[src/rtl/rr_arb_pkg.sv]
// Shared types and elaboration-time helpers for the round-robin stream arbiter.
// Holds the arbitration FSM encoding and the channel-index sizing helpers.
package rr_arb_pkg;

    localparam int MAX_CHANNELS = 16;
    localparam int MAX_ID_BITS  = 4;

    typedef logic [MAX_ID_BITS-1:0] ch_idx_t;

    typedef enum logic [0:0] {
        ST_IDLE = 1'b0,
        ST_LOCK = 1'b1
    } arb_state_e;

    function automatic int clog2(input int value);
        int r;
        int v;
        r = 0;
        v = value - 1;
        while (v > 0) begin
            r = r + 1;
            v = v >> 1;
        end
        return r;
    endfunction

    // A lone channel still needs a one-bit index so ports never collapse to zero width.
    function automatic int id_bits(input int channels);
        return (channels < 2) ? 1 : clog2(channels);
    endfunction

endpackage

[src/rtl/rr_stream_arbiter_pick.sv]
// Combinational rotating-priority picker: first requester at or after start_i wins.
// Produces a one-hot grant, the winning index and a valid flag.
module rr_priority_pick #(
    parameter int N  = 2,
    parameter int IW = 1
) (
    input  logic [N-1:0]  req_i,
    input  logic [IW-1:0] start_i,
    output logic [N-1:0]  grant_o,
    output logic [IW-1:0] idx_o,
    output logic          valid_o
);

    int            pos;
    logic [IW-1:0] sel_pos;

    always_comb begin
        grant_o = '0;
        idx_o   = '0;
        valid_o = 1'b0;
        pos     = 0;
        sel_pos = '0;
        for (int i = 0; i < N; i++) begin
            pos = int'(start_i) + i;
            if (pos >= N) begin
                pos = pos - N;
            end
            sel_pos = IW'(pos);
            if (!valid_o && req_i[sel_pos]) begin
                valid_o          = 1'b1;
                grant_o[sel_pos] = 1'b1;
                idx_o            = sel_pos;
            end
        end
    end

endmodule

[src/rtl/rr_stream_arbiter.sv]
// N-channel round-robin stream arbiter with burst hold and a registered output stage.
// Optional channel-ID tagging of the top DATA_OUT bits: define RR_ARB_CHANNEL_TAG_EN.
module rr_stream_arbiter
    import rr_arb_pkg::*;
#(
    parameter int  CHANNELS   = 2,
    parameter int  DATA_WIDTH = 32,
    parameter int  MAX_BURST  = 4,
    localparam int ID_BITS    = id_bits(CHANNELS)
) (
    input  logic                           CLK,
    input  logic                           RST_N,
    input  logic [CHANNELS-1:0]            WRITE_REQ,
    input  logic [CHANNELS-1:0]            HOLD_REQ,
    input  logic [CHANNELS*DATA_WIDTH-1:0] DATA_IN,
    output logic [CHANNELS-1:0]            READ_GRANT,
    input  logic                           READY_OUT,
    output logic                           WRITE_OUT,
    output logic [DATA_WIDTH-1:0]          DATA_OUT,
    output logic [ID_BITS-1:0]             CURRENT_CH,
    output logic                           DBG_STATE
);

    // Valid/ready: a word moves downstream on any edge where WRITE_OUT && READY_OUT;
    // the output register may reload (load) whenever it is empty or being drained.

    arb_state_e state_q, state_d;
    logic [ID_BITS-1:0]    last_ch_q, last_ch_d;
    logic [ID_BITS-1:0]    lock_ch_q, lock_ch_d;
    logic [ID_BITS-1:0]    cur_ch_q, cur_ch_d;
    logic                  write_out_q, write_out_d;
    logic [DATA_WIDTH-1:0] data_out_q, data_out_d;

    logic                  load;
    logic [CHANNELS-1:0]   eligible;
    logic [ID_BITS-1:0]    rr_start;
    logic [ID_BITS-1:0]    pick_start;
    logic [CHANNELS-1:0]   pick_grant;
    logic [ID_BITS-1:0]    pick_idx;
    logic                  pick_valid;
    logic                  hold_lock;
    logic                  lock_exit;
    logic                  burst_last;
    logic                  cnt_start;
    logic                  cnt_inc;
    logic                  cnt_clr;
    logic [DATA_WIDTH-1:0] sel_word;
    logic [DATA_WIDTH-1:0] din_arr [CHANNELS];

    for (genvar g = 0; g < CHANNELS; g++) begin : g_din
        assign din_arr[g] = DATA_IN[g*DATA_WIDTH +: DATA_WIDTH];
    end

    assign load      = !write_out_q || READY_OUT;
    assign hold_lock = HOLD_REQ[lock_ch_q];

    always_comb begin
        rr_start = '0;
        if (int'(last_ch_q) < CHANNELS - 1) begin
            rr_start = last_ch_q + ID_BITS'(1);
        end
    end

    // While locked only the owner may be served; its own index is the start point.
    always_comb begin
        eligible   = WRITE_REQ;
        pick_start = rr_start;
        if (state_q == ST_LOCK) begin
            eligible   = WRITE_REQ & (CHANNELS'(1) << lock_ch_q);
            pick_start = lock_ch_q;
        end
    end

    rr_priority_pick #(
        .N  (CHANNELS),
        .IW (ID_BITS)
    ) u_pick (
        .req_i   (eligible),
        .start_i (pick_start),
        .grant_o (pick_grant),
        .idx_o   (pick_idx),
        .valid_o (pick_valid)
    );

    assign READ_GRANT = (RST_N && load) ? pick_grant : '0;

    always_comb begin
`ifdef RR_ARB_CHANNEL_TAG_EN
        sel_word = {pick_idx, din_arr[pick_idx][DATA_WIDTH-ID_BITS-1:0]};
`else
        sel_word = din_arr[pick_idx];
`endif
    end

    always_comb begin
        state_d   = state_q;
        last_ch_d = last_ch_q;
        lock_ch_d = lock_ch_q;
        cnt_start = 1'b0;
        cnt_inc   = 1'b0;
        cnt_clr   = 1'b0;
        lock_exit = 1'b0;
        if (load) begin
            case (state_q)
                ST_IDLE: begin
                    if (pick_valid) begin
                        last_ch_d = pick_idx;
                        // A one-word budget is spent by the word that would open the lock.
                        if (HOLD_REQ[pick_idx] && (MAX_BURST != 1)) begin
                            state_d   = ST_LOCK;
                            lock_ch_d = pick_idx;
                            cnt_start = 1'b1;
                        end
                    end
                end
                ST_LOCK: begin
                    if (!hold_lock || (pick_valid && burst_last)) begin
                        lock_exit = 1'b1;
                    end else if (pick_valid) begin
                        cnt_inc = 1'b1;
                    end
                end
                default: state_d = ST_IDLE;
            endcase
            if (lock_exit) begin
                state_d   = ST_IDLE;
                last_ch_d = lock_ch_q;
                cnt_clr   = 1'b1;
            end
        end
    end

    always_comb begin
        write_out_d = write_out_q;
        data_out_d  = data_out_q;
        cur_ch_d    = cur_ch_q;
        if (load) begin
            write_out_d = pick_valid;
            if (pick_valid) begin
                data_out_d = sel_word;
                cur_ch_d   = pick_idx;
            end
        end
    end

    if (MAX_BURST > 0) begin : g_burst
        localparam int CNT_W = clog2(MAX_BURST + 1);
        logic [CNT_W-1:0] burst_cnt_q, burst_cnt_d;

        always_comb begin
            burst_cnt_d = burst_cnt_q;
            if (cnt_clr) begin
                burst_cnt_d = '0;
            end else if (cnt_start) begin
                burst_cnt_d = CNT_W'(1);
            end else if (cnt_inc && (int'(burst_cnt_q) < MAX_BURST)) begin
                burst_cnt_d = burst_cnt_q + CNT_W'(1);
            end
        end

        always_ff @(posedge CLK or negedge RST_N) begin
            if (!RST_N) begin
                burst_cnt_q <= '0;
            end else begin
                burst_cnt_q <= burst_cnt_d;
            end
        end

        // True when the word being served now uses up the remaining budget.
        assign burst_last = (int'(burst_cnt_q) + 1) >= MAX_BURST;
    end else begin : g_no_burst
        assign burst_last = 1'b0;
    end

    always_ff @(posedge CLK or negedge RST_N) begin
        if (!RST_N) begin
            state_q     <= ST_IDLE;
            last_ch_q   <= ID_BITS'(CHANNELS - 1);
            lock_ch_q   <= '0;
            cur_ch_q    <= '0;
            write_out_q <= 1'b0;
            data_out_q  <= '0;
        end else begin
            state_q     <= state_d;
            last_ch_q   <= last_ch_d;
            lock_ch_q   <= lock_ch_d;
            cur_ch_q    <= cur_ch_d;
            write_out_q <= write_out_d;
            data_out_q  <= data_out_d;
        end
    end

    assign WRITE_OUT  = write_out_q;
    assign DATA_OUT   = data_out_q;
    assign CURRENT_CH = cur_ch_q;
    assign DBG_STATE  = (state_q == ST_LOCK);

endmodule

[config.mk]
export PLATFORM = sky130hd
export DESIGN_NAME = rr_stream_arbiter
export DESIGN_NICKNAME = d
export VERILOG_FILES = /design/src/rtl/rr_arb_pkg.sv /design/src/rtl/rr_stream_arbiter_pick.sv /design/src/rtl/rr_stream_arbiter.sv
export SDC_FILE = /design/constraint.sdc
export NUM_CORES = 1
export LEC_CHECK = 0
export ABC_AREA = 1
export CORE_ASPECT_RATIO = 0.7
export CORE_MARGIN = 2
export CORE_UTILIZATION = 36
export DETAILED_ROUTE_END_ITERATION = 10
export PLACE_DENSITY_LB_ADDON = 0.12
export SLEW_MARGIN = 0
export SYNTH_ARGS = -nofsm -noshare
export SYNTH_HDL_FRONTEND = slang
export SYNTH_HIERARCHICAL = 1
export SYNTH_SLANG_ARGS = --single-unit
[constraint.sdc]
create_clock -name CLK -period 1.7 [get_ports CLK]
set_input_delay 0.17 -clock CLK [delete_from_list [all_inputs] [get_ports CLK]]
set_output_delay 0.17 -clock CLK [all_outputs]
set_load 0.01 [all_outputs]
==> results of run 1 <==
==> worst min path at each step <==
stage	cells past startpoint	slack, ns	end	from
after floorplan	0	-0.13	CURRENT_CH$_DFFE_PN0P_	RST_N
after global placement	2	0.29	WRITE_OUT$_DFFE_PN0N_	RST_N
after detailed placement	2	0.28	WRITE_OUT$_DFFE_PN0N_	RST_N
after CTS	3	0.43	DATA_OUT[29]$_DFFE_PN0P_	DATA_IN[61]
after global routing	3	0.43	DATA_OUT[29]$_DFFE_PN0P_	DATA_IN[29]
final	3	0.43	DATA_OUT[29]$_DFFE_PN0P_	DATA_IN[61]
==> flip-flops by register name, summed over array words and instances (netlist names) <==
signal	count
g_burst.burst_cnt_q	3
lock_ch_q	1
CURRENT_CH	1
last_ch_q	1
DBG_STATE	1
DATA_OUT	32
WRITE_OUT	1
==> cell type report <==
| cell class | count | area (µm²) | share of cell area [%] |
|---|---|---|---|
| inverter | 20 | 82.6 | 2.40 |
| tap | 75 | 93.8 | 2.72 |
| timing repair buffer | 124 | 1220 | 35.4 |
| clock inverter | 2 | 35.0 | 1.02 |
| clock buffer | 6 | 72.6 | 2.11 |
| sequential | 40 | 1000 | 29.1 |
| multi-input combinational | 190 | 938 | 27.2 |
==> report_power, final <==
| part | leakage [µW] | total [µW] | switching [µW] | internal (µW) |
|---|---|---|---|---|
| logic | 0.000999 | 3490 | 1750 | 1740 |
| clock network | 0.0000552 | 765 | 329 | 436 |
| registers | 0.000455 | 1700 | 267 | 1440 |
==> cells by family after synthesis <==
group,count (synthesis)
and+or+nand+nor,150
DFF,40
AOI/OAI and AO/OA,39
buffers and inverters,34
adders and majority gates,1
==> synthesized netlist by cell type <==
master                     number  area [µm²]
sky130_fd_sc_hd__clkinv_1       1        3.75
sky130_fd_sc_hd__nor2_1        43         161
sky130_fd_sc_hd__a31oi_1       32         200
sky130_fd_sc_hd__dfstp_2        1        26.3
sky130_fd_sc_hd__o21ai_1        2        10.0
sky130_fd_sc_hd__inv_2          5        18.8
sky130_fd_sc_hd__nor3_2         1        10.0
sky130_fd_sc_hd__buf_4          2        15.0
sky130_fd_sc_hd__nor2_4         3        33.8
sky130_fd_sc_hd__nand3_2        3        30.0
sky130_fd_sc_hd__dfrtp_1       39         976
sky130_fd_sc_hd__buf_2          7        35.0
sky130_fd_sc_hd__nand3_1        4        20.0
sky130_fd_sc_hd__inv_4          1        6.26
sky130_fd_sc_hd__clkbuf_1       3        11.3
sky130_fd_sc_hd__o21ai_0        3        15.0
sky130_fd_sc_hd__nand2_1       86         323
sky130_fd_sc_hd__inv_1         13        48.8
sky130_fd_sc_hd__ha_1           1        12.5
sky130_fd_sc_hd__a21boi_0       1        7.51
sky130_fd_sc_hd__nor2_2         3        18.8
sky130_fd_sc_hd__nand2_2        4        25.0
sky130_fd_sc_hd__buf_6          2        22.5
sky130_fd_sc_hd__and2_1         1        6.26
sky130_fd_sc_hd__nor3b_1        2        15.0
sky130_fd_sc_hd__o211ai_1       1        7.51
==> through the flow <==
stage	cell area (µm²)	setup slack, ns	power, µW
2_1_floorplan	2060	0.0223	3520
3_3_place_gp	3250	-0.275	4940
3_5_place_dp	3250	-0.319	5010
4_1_cts	3370	-0.0721	5830
5_1_grt	3450	-0.222	6480
6_report	3450	-0.0763	5960
==> worst max-delay path: stages, from the launching register on <==
cell and delay (ns):
sky130_fd_sc_hd__dfrtp_2 0.45, sky130_fd_sc_hd__nand2_2 0.11, sky130_fd_sc_hd__and2_4 0.15, sky130_fd_sc_hd__inv_4 0.04, sky130_fd_sc_hd__nor2_4 0.11, sky130_fd_sc_hd__nor2_2 0.04, sky130_fd_sc_hd__nand2_1 0.06, sky130_fd_sc_hd__inv_2 0.06
sky130_fd_sc_hd__nor2_4 0.20, sky130_fd_sc_hd__buf_4 0.17, sky130_fd_sc_hd__clkbuf_16 0.17, sky130_fd_sc_hd__a31oi_1 0.09
==> layer usage <==
metal  track usage (%)  share of wire (%)
met1              23.4                 45
met2              26.7                 44
met3              7.14                9.9
met4              4.89                1.0
met5                 0                  0
==> timing repair <==
item,in CTS,in global routing
gates cloned,0,1
pin swaps,1,5
gates resized for setup,15,10
endpoints found under the setup margin,40,41
hold endpoints to repair,39,0
setup buffers,0,2
hold buffers,1,0
==> impl_summary.txt, run 1 <==
----------------------------------------------------
[Status]
  Outcome ... complete, but fails checks
  Violations in the final reports ... negative setup slack

[Timing]
  Worst Hold Margin ... 0.432 ns
  Number of max-slew violations in the final report ... 0
  Setup repair after global routing missed its margin ... true
  Worst setup skew after layout ... 0.00772 ns
  Fmax ... 563 MHz
  Slew at the pin with the worst max-slew slack ... 0.514 ns
  Share of the cycle needed by the critical path after routing ... 104%
  Min Clock Period, post-route ... 1.78 ns
  Number of setup violations in the final report ... 38
  Slew Limit Headroom ... 65.7%
  Count of endpoints failing hold in the final timing report ... 0
  Summed negative setup slack over all endpoints ... -1.64 ns
  Crit path setup slack, layout ... -0.0763 ns

[Placement]
  Final estimated routing congestion in global placement ... 0.774
  HPWL reported at the end of detailed placement ... 4020 µm
  # port buffers ... 107
  Total instance count after detailed placement ... 445

[Finish]
  Core occupancy in the finished layout ... 61.4%
  Layout-stage area growth over the synthesis result ... 67.3%
  Most frequent cells in the layout ... sky130_fd_sc_hd__clkdlybuf4s50_1 (104), sky130_fd_sc_hd__nand2_1 (84), sky130_fd_sc_hd__nor2_1 (41)
  Diodes inserted ... 0
  Final standard cell count with taps included and fillers excluded ... 457
  Layout net count ... 453
  Share of cells above drive strength 1 ... 15.4%
  Fill count ... 511
  Leading cell type in the layout, fill and taps excluded ... sky130_fd_sc_hd__clkdlybuf4s50_1

[Global routing]
  Wire length of the first global-routing pass ... 8470 µm
  Vias in the first global route ... 1784
  Overall global routing resource usage ... 17.6%
  Aggregate global routing overflow ... 0
  Maximum number of pins on one net before global-route repair ... 41
  Antenna violations before repair ... 0

[Power]
  Lkg Pwr ... 0.00151 µW
  IR Drop Worst-Case VDD ... 0.000633 V
  Power per standard cell area ... 1730 nW/µm²

[Critical path]
  Capture point of the worst path ... DATA_OUT[17]$_DFFE_PN0P_
  Flop-to-flop setup slack ... -0.08 ns
  Reg2reg path depth ... 11
  CP Max Fanout ... 19
  Capturing element type of the critical path ... flip-flop
  Reg-to-reg endpoint ... DATA_OUT[17]$_DFFE_PN0P_
  Critical path class ... reg -> reg
  Origin of the worst setup path ... DBG_STATE$_DFFE_PN0N_
  Worst Setup Start Kind ... flip-flop
  Critical path data required time ... 1.86 ns
  Crit Reg-Reg Startpoint ... DBG_STATE$_DFFE_PN0N_
  Arr. time, crit path ... 1.94 ns

[Drt]
  DRC violations left ... 0
  Post-DRT Antenna Nets ... 0
  Mean routed wirelength per cell ... 12.4 µm
  Routed vias/inst ... 4.55
  1st-iter DRT viols ... 80
  Initial DRT Pass Iterations ... 4
  Routed wire length ... 5640 µm
  DR vias ... 2080

[Synthesis]
  Share of synthesized area spent on multiplexers ... 0%
  Post-Synthesis Mean Instance Area ... 7.80 µm²
  Cell count after synthesis ... 264
  Combinational family with the most area after synthesis ... simple AND/OR/NAND/NOR gates
  Mapped Area ... 2060 µm²
  Net count of the mapped netlist ... 336
  Register area share after synthesis ... 48.7%
  Area share of xor/xnor cells in the synthesized design ... 0%
  Count of state elements after synthesis ... 40
  Synthesized-area fraction occupied by ao, oa, aoi and oai cells ... 11.7%
  Count of distinct cell types in the synthesized netlist ... 26
  Simple-gate share of the synthesized area ... 31.2%
  Adder-Cell Fraction of Synth Area ... 0.608%
  Yosys warns ... 6

[Clock tree]
  Insertion delay of the later-clocked pin in the worst-skew pair ... 0.29 ns
  Clock tree sinks ... 40
  Deepest clock path buffer count ... 2
  CTS tree ... yes
  Buffer cell driving the clock tree root ... sky130_fd_sc_hd__clkbuf_8
  Reg clk slew, reported paths ... 0.08 ns
  Maximum level of the CTS H-tree ... 2
  Number of clock buffers inserted by TritonCTS ... 5

[Die]
  Die width ... 94.4 µm
  Initial Utilization ... 36.7%
  Die outline area ... 6350 µm²
  CORE AREA ... 5610 µm²
  Count of standard-cell rows ... 23
  Floorplan die height ... 67.3 µm
  Boundary Pins ... 108

[Flow run]
  Number of violations of the max-capacitance limit ... 0

[Worst hold path]
  Worst Hold Class ... in -> reg

----------------------------------------------------
Note: power is estimated with default switching activity, not from simulation.
==> inputs of run 2 (changes only) <==
Settings changed: MAX_ROUTING_LAYER set to met4.
==> run 2 against run 1 <==
Sequential power about the same. Cell count is the same. Global-route usage up 0.53 points. Critical path type unchanged. The flow still finishes with violations (negative setup slack). Clock-buffer cell count stayed put.
==> impl_summary.txt, run 2 (same netlist as run 1, synthesis figures left out) <==
----------------------------------------------------
[Die]
  Floorplan die height ... 67.3 µm
  Count of standard-cell rows ... 23
  Boundary Pins ... 108
  CORE AREA ... 5610 µm²
  Die width ... 94.4 µm
  Initial Utilization ... 36.7%
  Die outline area ... 6350 µm²

[Placement]
  Worst slack, placed ... -0.319 ns
  Total instance count after detailed placement ... 445
  HPWL reported at the end of detailed placement ... 4020 µm
  # port buffers ... 107
  Final estimated routing congestion in global placement ... 0.785

[Global routing]
  Met1 global-route usage ... 24.1%
  Antenna violations before repair ... 0
  Aggregate global routing overflow ... 0
  Routing usage on met3 ... 6.03%
  Wire length of the first global-routing pass ... 8470 µm
  Overall global routing resource usage ... 18.1%
  Maximum number of pins on one net before global-route repair ... 41
  Most utilized layer in the global route result ... met2
  Vias in the first global route ... 1783
  GR Util met2 ... 26.7%

[Critical path]
  Slowest library cell on the worst path ... sky130_fd_sc_hd__dfrtp_2
  CP Max Fanout ... 19
  Top delay family on crit path ... simple AND/OR/NAND/NOR gates
  Worst Setup Start Kind ... flip-flop
  Arr. time, crit path ... 1.94 ns
  Delay of the slowest cell on the worst path ... 0.45 ns
  Crit Reg-Reg Startpoint ... DBG_STATE$_DFFE_PN0N_
  Reg-to-reg endpoint ... DATA_OUT[23]$_DFFE_PN0P_
  Critical path, cell by cell ... nand2_2 > and2_4 > inv_4 > nor2_4 > nor2_2 > nand2_1 > inv_2 > nor2_4 > buf_4 > clkbuf_16 > a31oi_1
  Capturing element type of the critical path ... flip-flop
  WP buf/inv ... 4
  Critical path data required time ... 1.87 ns
  Critical Path Most Common Cell ... sky130_fd_sc_hd__nor2_4
  Critical path class ... reg -> reg
  Reg2reg path depth ... 11
  Flop-to-flop setup slack ... -0.07 ns

[Finish]
  Final standard cell count with taps included and fillers excluded ... 457
  Most frequent cells in the layout ... sky130_fd_sc_hd__clkdlybuf4s50_1 (104), sky130_fd_sc_hd__nand2_1 (84), sky130_fd_sc_hd__nor2_1 (41)
  Layout-stage area growth over the synthesis result ... 67.3%
  Leading cell type in the layout, fill and taps excluded ... sky130_fd_sc_hd__clkdlybuf4s50_1
  Storage cell area ... 1000 µm²
  Share of cells above drive strength 1 ... 15.4%
  Diodes inserted ... 0
  Flip-flop count of the largest register, all copies and words added ... 32
  Layout net count ... 453
  Fill count ... 511
  Combined area of the multi-input logic cells ... 938 µm²

[Timing]
  Share of the cycle needed by the critical path after routing ... 104%
  Fmax ... 563 MHz
  Worst Hold Margin ... 0.432 ns
  Number of setup violations in the final report ... 37
  Worst setup skew after layout ... 0.00721 ns
  Slew at the pin with the worst max-slew slack ... 0.516 ns
  Crit path setup slack, layout ... -0.0747 ns
  Count of endpoints failing hold in the final timing report ... 0
  Setup repair after global routing missed its margin ... true
  Slew Limit Headroom ... 65.6%
  Summed negative setup slack over all endpoints ... -1.65 ns
  Min Clock Period, post-route ... 1.77 ns
  Number of max-slew violations in the final report ... 0

[Worst hold path]
  Hold Path Origin ... DATA_IN[61]
  WHS Path Cells ... 3
  Worst Hold Class ... in -> reg
  Hold path endpoint ... DATA_OUT[29]$_DFFE_PN0P_

[Clock tree]
  Buffer cell driving the clock tree root ... sky130_fd_sc_hd__clkbuf_8
  Maximum level of the CTS H-tree ... 2
  Number of clock buffers inserted by TritonCTS ... 5
  CTS tree ... yes
  Reg clk slew, reported paths ... 0.08 ns
  Deepest clock path buffer count ... 2
  Clock tree sinks ... 40
  Insertion delay of the later-clocked pin in the worst-skew pair ... 0.29 ns

[Flow run]
  Number of violations of the max-capacitance limit ... 0

[Power]
  Power per standard cell area ... 1730 nW/µm²
  Lkg Pwr ... 0.00151 µW
  IR Drop Worst-Case VDD ... 0.000633 V

[Status]
  Outcome ... complete, but fails checks
  Violations in the final reports ... negative setup slack

[Drt]
  Post-DRT Antenna Nets ... 0
  Mean routed wirelength per cell ... 12.3 µm
  Initial DRT Pass Iterations ... 4
  DRC violations left ... 0
  1st-iter DRT viols ... 69
  Routed wire length ... 5640 µm
  DR vias ... 2088
  Routed vias/inst ... 4.57

----------------------------------------------------
[run 2: worst max path at each step]
stage,startpoint,slack (ns),cells after the start,to
3_3_place_gp,WRITE_REQ[1],-0.28,6,READ_GRANT[1]
3_5_place_dp,WRITE_REQ[1],-0.32,11,DATA_OUT[7]$_DFFE_PN0P_
4_1_cts,DBG_STATE$_DFFE_PN0N_,-0.07,13,last_ch_q$_DFFE_PN1P_
5_1_grt,DBG_STATE$_DFFE_PN0N_,-0.22,15,g_burst.burst_cnt_q[1]$_DFFE_PN0P_
2_1_floorplan,DBG_STATE$_DFFE_PN0N_,0.02,13,g_burst.burst_cnt_q[1]$_DFFE_PN0P_
6_report,DBG_STATE$_DFFE_PN0N_,-0.07,11,DATA_OUT[23]$_DFFE_PN0P_
[run 2: area by class of cell]
type | count | area share [%]
clock buffer | 6 | 2.11
clock inverter | 2 | 1.02
inverter | 20 | 2.40
multi-input combinational | 190 | 27.2
sequential | 40 | 29.1
tap | 75 | 2.72
timing repair buffer | 124 | 35.4
[run 2: where the power goes]
part	total, µW	leakage [µW]	internal, µW	switching (µW)
clock network	765	0.0000552	436	329
logic	3490	0.000999	1740	1750
registers	1700	0.000455	1440	267
[run 2: timing repair]
action | 4_1_cts | 5_1_grt
buffers inserted | 0 | 2
pin swaps | 1 | 5
cloned | 0 | 1
resized for setup | 15 | 10
endpoints found under the setup margin | 40 | 41
hold endpoints to repair | 39 | 0
hold buffers | 1 | 0
[run 2: per-stage QoR]
step                total power (µW)  utilization (%)  cell area (µm²)
detailed placement              5010             57.9             3250
finish                          5960             61.4             3450
global route                    6480             61.4             3450
global placement                4940             57.9             3250
floorplan                       3520                -             2060
CTS                             5830             60.1             3370
[run 2: tightest hold or removal path, cell delays in order]
cell and delay [ns]:
sky130_fd_sc_hd__clkdlybuf4s50_1 0.40, sky130_fd_sc_hd__nand2_1 0.06, sky130_fd_sc_hd__a31oi_1 0.07
[run 2: metal layers]
metal	share of wire (%)	routed length, µm	vias up
li1	-	-	1079
met1	47	2650	914
met2	44	2460	88
met3	8.4	472	7
met4	0.98	55	0
met5	0	0	-
==> inputs of run 3 (changes only) <==
Settings changed: CAP_MARGIN set to 20.
==> results of run 3 <==
Final layout, timing and power as in run 2 (identical DEF).
